`config.mk`:
```
export PLATFORM = sky130hd
export DESIGN_NAME = bram_arbiter
export DESIGN_NICKNAME = d
export VERILOG_FILES = /design/src/rtl/bram_arbiter.sv
export SDC_FILE = /design/constraint.sdc
export NUM_CORES = 1
export LEC_CHECK = 0
export BUFFER_PORTS_ARGS = -buffer_cell sky130_fd_sc_hd__buf_2
export CAP_MARGIN = 10
export CORE_MARGIN = 2
export CORE_UTILIZATION = 29
export CTS_BUF_LIST = sky130_fd_sc_hd__clkbuf_8
export CTS_CLUSTER_DIAMETER = 100
export CTS_CLUSTER_SIZE = 28
export DETAILED_ROUTE_END_ITERATION = 16
export PLACE_DENSITY = 0.82
export SYNTH_ARGS = -nofsm -noshare
export SYNTH_HDL_FRONTEND = slang
export SYNTH_SLANG_ARGS = --single-unit
export TNS_END_PERCENT = 10
```
`constraint.sdc`:
```
create_clock -name clk -period 1.4 [get_ports clk]
set_clock_uncertainty 0.05 [all_clocks]
set_input_delay 0.14 -clock clk [delete_from_list [all_inputs] [get_ports clk]]
set_output_delay 0.14 -clock clk [all_outputs]
set_load 0.02 [all_outputs]
```
`src/rtl/bram_arbiter.sv`:
```
// Single-port frame BRAM arbiter: VGA strict priority, fetch/core round-robin
// with bounded bursts, read-valid strobes aligned to the 1-cycle BRAM latency.
module bram_arbiter #(
    parameter int ADDR_W    = 17,
    parameter int DATA_W    = 8,
    parameter int BURST_MAX = 16
) (
    input  logic              clk,
    input  logic              rst,
    input  logic              vga_req_i,
    input  logic [ADDR_W-1:0] vga_addr_i,
    output logic              vga_gnt_o,
    output logic              vga_rvalid_o,
    input  logic              fetch_req_i,
    input  logic [ADDR_W-1:0] fetch_addr_i,
    output logic              fetch_gnt_o,
    output logic              fetch_rvalid_o,
    input  logic              core_req_i,
    input  logic [ADDR_W-1:0] core_addr_i,
    input  logic [DATA_W-1:0] core_wdata_i,
    output logic              core_gnt_o,
    output logic [DATA_W-1:0] rdata_o,
    output logic              bram_en_o,
    output logic              bram_we_o,
    output logic [ADDR_W-1:0] bram_addr_o,
    output logic [DATA_W-1:0] bram_wdata_o,
    input  logic [DATA_W-1:0] bram_rdata_i,
    output logic [1:0]        owner_o
);

    localparam int CNT_W = (BURST_MAX > 1) ? $clog2(BURST_MAX) : 1;
    localparam logic [CNT_W-1:0] LAST_BEAT = CNT_W'(BURST_MAX - 1);

    typedef enum logic [1:0] {
        S_IDLE  = 2'd0,
        S_VGA   = 2'd1,
        S_FETCH = 2'd2,
        S_CORE  = 2'd3
    } state_t;

    state_t           owner, owner_d;
    logic [CNT_W-1:0] beat_cnt, beat_d;
    logic             last_rr, last_rr_d;
    logic             vga_rv, fetch_rv;
    logic             own_req;

    always_ff @(posedge clk) begin
        if (rst) begin
            owner    <= S_IDLE;
            beat_cnt <= '0;
            last_rr  <= 1'b1;
            vga_rv   <= 1'b0;
            fetch_rv <= 1'b0;
        end else begin
            owner    <= owner_d;
            beat_cnt <= beat_d;
            last_rr  <= last_rr_d;
            vga_rv   <= vga_gnt_o;
            fetch_rv <= fetch_gnt_o;
        end
    end

    assign vga_gnt_o   = (owner == S_VGA) & vga_req_i;
    assign fetch_gnt_o = (owner == S_FETCH) & fetch_req_i;
    assign core_gnt_o  = (owner == S_CORE) & core_req_i;

    assign bram_en_o      = vga_gnt_o | fetch_gnt_o | core_gnt_o;
    assign bram_we_o      = core_gnt_o;
    assign bram_wdata_o   = (owner == S_CORE) ? core_wdata_i : '0;
    assign vga_rvalid_o   = vga_rv;
    assign fetch_rvalid_o = fetch_rv;
    assign rdata_o        = bram_rdata_i;
    assign owner_o        = owner;

    always_comb begin
        bram_addr_o = '0;
        unique case (1'b1)
            vga_gnt_o:   bram_addr_o = vga_addr_i;
            fetch_gnt_o: bram_addr_o = fetch_addr_i;
            core_gnt_o:  bram_addr_o = core_addr_i;
            default:     bram_addr_o = '0;
        endcase
    end

    always_comb begin
        owner_d   = owner;
        beat_d    = beat_cnt;
        last_rr_d = last_rr;
        own_req   = 1'b0;
        unique case (owner)
            S_IDLE: begin
                beat_d = '0;
                if (vga_req_i)
                    owner_d = S_VGA;
                else if (fetch_req_i && core_req_i)
                    owner_d = last_rr ? S_FETCH : S_CORE;
                else if (fetch_req_i)
                    owner_d = S_FETCH;
                else if (core_req_i)
                    owner_d = S_CORE;
            end
            S_VGA: begin
                if (!vga_req_i)
                    owner_d = S_IDLE;
            end
            S_FETCH, S_CORE: begin
                own_req = (owner == S_FETCH) ? fetch_req_i : core_req_i;
                if (own_req)
                    beat_d = beat_cnt + 1'b1;
                // VGA preempts straight after the current beat
                if (!own_req || vga_req_i || beat_cnt == LAST_BEAT) begin
                    owner_d   = (own_req && vga_req_i) ? S_VGA : S_IDLE;
                    beat_d    = '0;
                    last_rr_d = (owner == S_CORE);
                end
            end
            default: owner_d = S_IDLE;
        endcase
    end

endmodule
```
---- Word level (Yosys, flattened, before mapping) ----
Index checks and enable logic that the tools add are counted.
storage, ports and cells
  register bits after elaboration ......... 9
  input port bits ......................... 72
  output and inout bits ................... 42
  logic and storage cells ................. 45
operators by class
  add/subtract/negate cells ............... 1
  eq/ne operators ......................... 8
  multiplexer cells ....................... 15
  bitwise gates (word level) .............. 5
  reduce and logical (&&, ||, !) cells .... 11
operator list
  kind                   number
  $pmux W17 S3           1
  $mux W2                6
  $mux W4                2
  $mux W8                1
  $pmux W4 S2            1
  $pmux W2 S3            1
  $ne A5 B5 Y1 const B   1
  $add A4 B1 Y4 const B  1
  $eq A2 B2 Y1 const B   2
  $eq A4 B4 Y1 const B   1
  $ne A2 B2 Y1 const B   2
  $reduce_and A2 Y1      2
  $and A1 B1 Y1          3
  $mux W1                3
  $ne A3 B3 Y1 const B   1
  $reduce_and A3 Y1      1
  $eq A2 B1 Y1 const B   1
  $logic_and A1 B1 Y1    2
  $logic_not A2 Y1       1
  $logic_or A1 B1 Y1     2
  $or A1 B1 Y1           2
  $reduce_bool A2 Y1     1
  $reduce_or A2 Y1       1
  $logic_not A1 Y1       1

---- Longest topological paths before layout ----
  depth after elaboration ................. 7
  gate-level depth with buffers ........... 6
  gate-level depth less buffers ........... 5

---- Worst setup path after synthesis ----
OpenSTA, ideal clock, no wires.
  path type ............................... register to output
  from .................................... register owner[1], in the netlist owner_o[1]
  to ...................................... output bram_addr_o[10]
  data arrival time ....................... 1.505 ns
  required time ........................... 1.210 ns
  setup slack ............................. -0.295 ns
  cell stages (with the launch flop) ...... 6
  buffers on the path ..................... 1
  cell sequence ........................... dfxtp_1 > inv_1 > nor3b_4 > buf_6 > a22oi_1 > nand2_1
on the way
  longest elaborated chain between the ends .. 3
  elaborated cells between the ends (all ways) .. 7
  classes of those cells .................. eq/ne (3); mux (1); bitwise (3)
RTL lines
  item                      line  text
  start: declaration        41    state_t owner, owner_d;
  start signal: assignment  55    owner <= owner_d;
  $eq A2 B2 Y1              64    assign fetch_gnt_o = (owner == S_FETCH) & fetch_req_i;
  $and A1 B1 Y1             64
  via fetch_gnt_o           16    output logic fetch_gnt_o,
  $pmux W17 S3              77    unique case (1'b1)
  end: declaration          25    output logic [ADDR_W-1:0] bram_addr_o,
The timed path passes the listed nets, and every way through them passes these cells.

---- Worst setup path after layout ----
  from .................................... register owner[1], in the netlist owner_o[1]
  to ...................................... output bram_addr_o[15]
on the way
  longest elaborated chain between the ends .. 3
  elaborated cells between the ends (all ways) .. 7
  classes of those cells .................. eq/ne (3); mux (1); bitwise (3)
RTL lines
  item                                     line        text
  $eq A2 B2 Y1 (tied with other cells)     65          assign core_gnt_o = (owner == S_CORE) & core_req_i;
  $and A1 B1 Y1, on equally long branches  65, 63, 64
  $pmux W17 S3 (*)                         77
Mark *: on every way between the ends. The rest lies on a longest branch, timed or not.

==> results.md <==
* Status: finished, violations left
* Failing checks: negative setup slack
* Post-CTS Setup Bufs at 0
* Delay-heaviest family, CP: flip-flops
* Clk root buf: clkbuf_8
* Number of buffers created by CTS at 3
* # diodes at 0
* Clock-pin slew on the worst setup and hold paths at around 0.050 ns
* Worst path slowest cell: dfxtp_4
* # nets final at 303
* Most used DFF post-synth: dfxtp_1
* Final Hold Vio Count at 0
* Comb power frac at 0.459
* Slew @ Worst Pin at 0.271 ns
* Vert. Die Dim at 59.2 um
* Met2 Use GR at 0.276
* Cells after synthesis at 130
* Area grow syn2layout at 88.7%
* Clk pwr share at 0.281
* Post-Place Cells at 258
* CTS tree: yes
* Most frequent cells in the layout: buf_2, nand2_1, a22oi_1, buf_4, buf_6
* Yosys warns at 0
* DIE WIDTH at 59.2 um
* Design area at 0.00167 mm2
* Seq/Total Area, Yosys at 0.204
* Met1 GRT Util at 0.162
* Placement Rows at 20
* Critical R2R Capture: owner_o[0]$_SDFFE_PP0P_
* DRC violations left at 0
* Critical Path Fanout Max at 15
* CP startpoint: owner_o[1]$_SDFFE_PP0P_
* Crit end category: primary output
* Share of layout cells above drive strength 1 at 0.611
* Final std cells w/o fill at around 260
* Finish-stage setup viols at 19
* Combinational family with the most area after synthesis: simple AND/OR/NAND/NOR gates
* Place WS at 0.00957 ns
* Peak supply drop at 0.000536 V
* Post-Synth Simple-Gate Area at 0.347
* CP arrival at roughly 1.4 ns
* Htree depth at 1
* First-iteration detailed-routing DRC count at 68
* Via Count at 1272
* Initial core utilization at 0.297
* Clk buf depth at 2
* Initial antenna violation count at 0
* NetSw at 376 uW
* Synth Area in XOR/XNOR at 0.00990
* Clk_lat worst skew at 0.24 ns
* Mapped Area at between 800 and 900 um2
* First-pass GRT wire length at 4170 um
* Clock Sink Count at 9
* Count of pins over their slew limit at 0
* Routing usage on met3 at 0.0284
* Post-synthesis compound-gate area fraction at 0.274
* Stages on the worst setup path at 6
* First-pass iteration count of the detailed router at 4
* Max stage delay on crit path at 0.38 ns
* Overflow after GRT at 0
* Worst hold path type: in2reg
* Slew margin rel. at 0.819
* Worst Hold Path Cells at 2
* Placed inst area at 0.00148 mm2
* Finished Core Util at 0.561
* Die ar. at 0.00351 mm2
* Wirelength per Cell at 12.0 um
* Unique cell type count in the Yosys netlist at 34
* Synth Area in Adders at 0.0141
* Vias in the first global route at 1016
* Detailed Place HPWL at 2340 um
* Maximum operating frequency at 643 MHz
* # IOs at 114
* Flop pwr share at 0.260
* Post-synthesis mux area share at 0.0113
* Filler cells at 281
* Worst Setup Slack, final at -0.156 ns
* GP Congestion at about 0.9
* Critical path cell sequence: inv_4 -> nor3b_4 -> buf_12 -> a22oi_1 -> nand2_1 -> buf_6
* PwrDens at 651 mW/mm2
* Net Count, Synth at between 200 and 250
* Crit path buffers/inverters at 3
* Via-per-instance ratio at 4.85
* Final period util at 1.11
* Setup slack, reg-to-reg at 0.09 ns
* Remaining antenna violation count at 0
* Post-synth EDFFs at 0
* Switching part of the total at 0.346
* Crit path kind: reg2out
* Largest net degree at the start of global routing at 19
* CORE AREA at a little under 0.003 mm2
* Lkg Pwr at 0.000923 uW
* Total wire length at roughly 3100 um
* Top post-synthesis cells by area: dfxtp_1, nand2_1, a22oi_1, buf_4, and3_1
* Post-synth top area cell: dfxtp_1
* GR peak layer: met2
* Gr usage total at 0.151
* Post-synth ARST share at 0
* RSZ-0062 raised after global routing: true
* Critical Path RT at 1.21 ns
* R2r worst-path depth at 5
* PortBufs at between 90 and 100
* P_int at 710 uW
* Min Tclk post-route at roughly 1.6 ns
* Max Cap Violations at 0
* Most common cell after layout, fill and taps aside: buf_2
* Crit path capture: bram_addr_o[15]
* Top-area cell type share of the netlist area at 0.204
* Synthesis-stage register bit count at 9
* Launching point of the worst reg2reg path: beat_cnt[1]$_SDFFE_PP0P_
* Mapped Avg Cell Area at 6.80 um2
* CP Launch Type: flip-flop
-- layer usage --
| layer | wire length, um | vias up |
|---|---|---|
| met4 | 37 | 0 |
| met5 | 0 | - |
| li1 | - | 651 |
| met2 | 1670 | 47 |
| met3 | 207 | 5 |
| met1 | 1220 | 569 |
-- kinds of logic after synthesis --
| family | after synthesis |
|---|---|
| flops | 9 |
| mux | 1 |
| xor+xnor | 1 |
| compound gates | 34 |
| buf+inv | 19 |
| fa+ha+maj | 1 |
| simple gates | 65 |
-- power by group through the flow --
stage               Sequential, uW  Combinational (uW)  Clock [uW]
floorplan                      291                 251           0
global placement               286                 425           0
detailed placement             286                 429           0
CTS                            282                 472         310
global route                   284                 536         324
finish                         283                 498         305
-- flip-flops by register name, indices dropped and copies added (netlist names) --
signal / flops
beat_cnt: 4
fetch_rvalid_o: 1
last_rr: 1
owner_o: 2
vga_rvalid_o: 1
-- final cells by class --
| cell class | instances | area [um2] | share of cell area |
|---|---|---|---|
| Multi-Input combinational cell | 102 | 648 | 0.388 |
| Timing Repair Buffer | 112 | 734 | 0.440 |
| Sequential cell | 9 | 189 | 0.113 |
| Inverter | 2 | 11.3 | 0.00675 |
| Tap cell | 33 | 41.3 | 0.0247 |
| Clock buffer | 3 | 41.3 | 0.0247 |
| Clock inverter | 1 | 3.75 | 0.00225 |
-- worst min-delay path by stage --
stage	start	endpoint	slack [ns]
6_report	rst	owner_o[0]$_SDFFE_PP0P_	0.14
3_3_place_gp	bram_rdata_i[3]	rdata_o[3]	0.23
2_1_floorplan	core_req_i	owner_o[0]$_SDFFE_PP0P_	0.25
3_5_place_dp	bram_rdata_i[3]	rdata_o[3]	0.23
5_1_grt	rst	vga_rvalid_o$_SDFF_PP0_	0.14
4_1_cts	rst	owner_o[0]$_SDFFE_PP0P_	0.13
-- synth_stat cells (2+ instances only) --
| master | n |
|---|---|
| nor2b_1 | 3 |
| a311oi_1 | 2 |
| buf_2 | 3 |
| nand2_1 | 38 |
| a21oi_1 | 4 |
| buf_4 | 9 |
| clkbuf_1 | 2 |
| buf_6 | 2 |
| a22oi_1 | 17 |
| dfxtp_1 | 9 |
| o21ai_0 | 3 |
| nor2_1 | 7 |
| and3_1 | 9 |
| nand2b_1 | 2 |
-- worst register-to-register path: stages (launching register included) --
cell      delay [ns]
dfxtp_2         0.33
ha_2            0.18
a31oi_2         0.15
nand3b_1        0.13
a21o_1          0.19
a311oi_1        0.19
-- metrics by stage --
| stage | TNS [ns] | hold slack, ns | total power, uW |
|---|---|---|---|
| after global routing | -3.42 | 0.145 | 1140 |
| after global placement | 0 | 0.230 | 710 |
| after floorplan | -0.419 | 0.247 | 543 |
| after CTS | -2.58 | 0.133 | 1060 |
| final | -2.38 | 0.136 | 1090 |
| after detailed placement | 0 | 0.230 | 715 |
-- repair_timing --
item                                    4_1_cts  5_1_grt
hold buffers                                  0        0
pin swaps                                     2        4
resized for setup                            29       18
endpoints found under the setup margin       21       26
(Power assumes the default switching activity.)
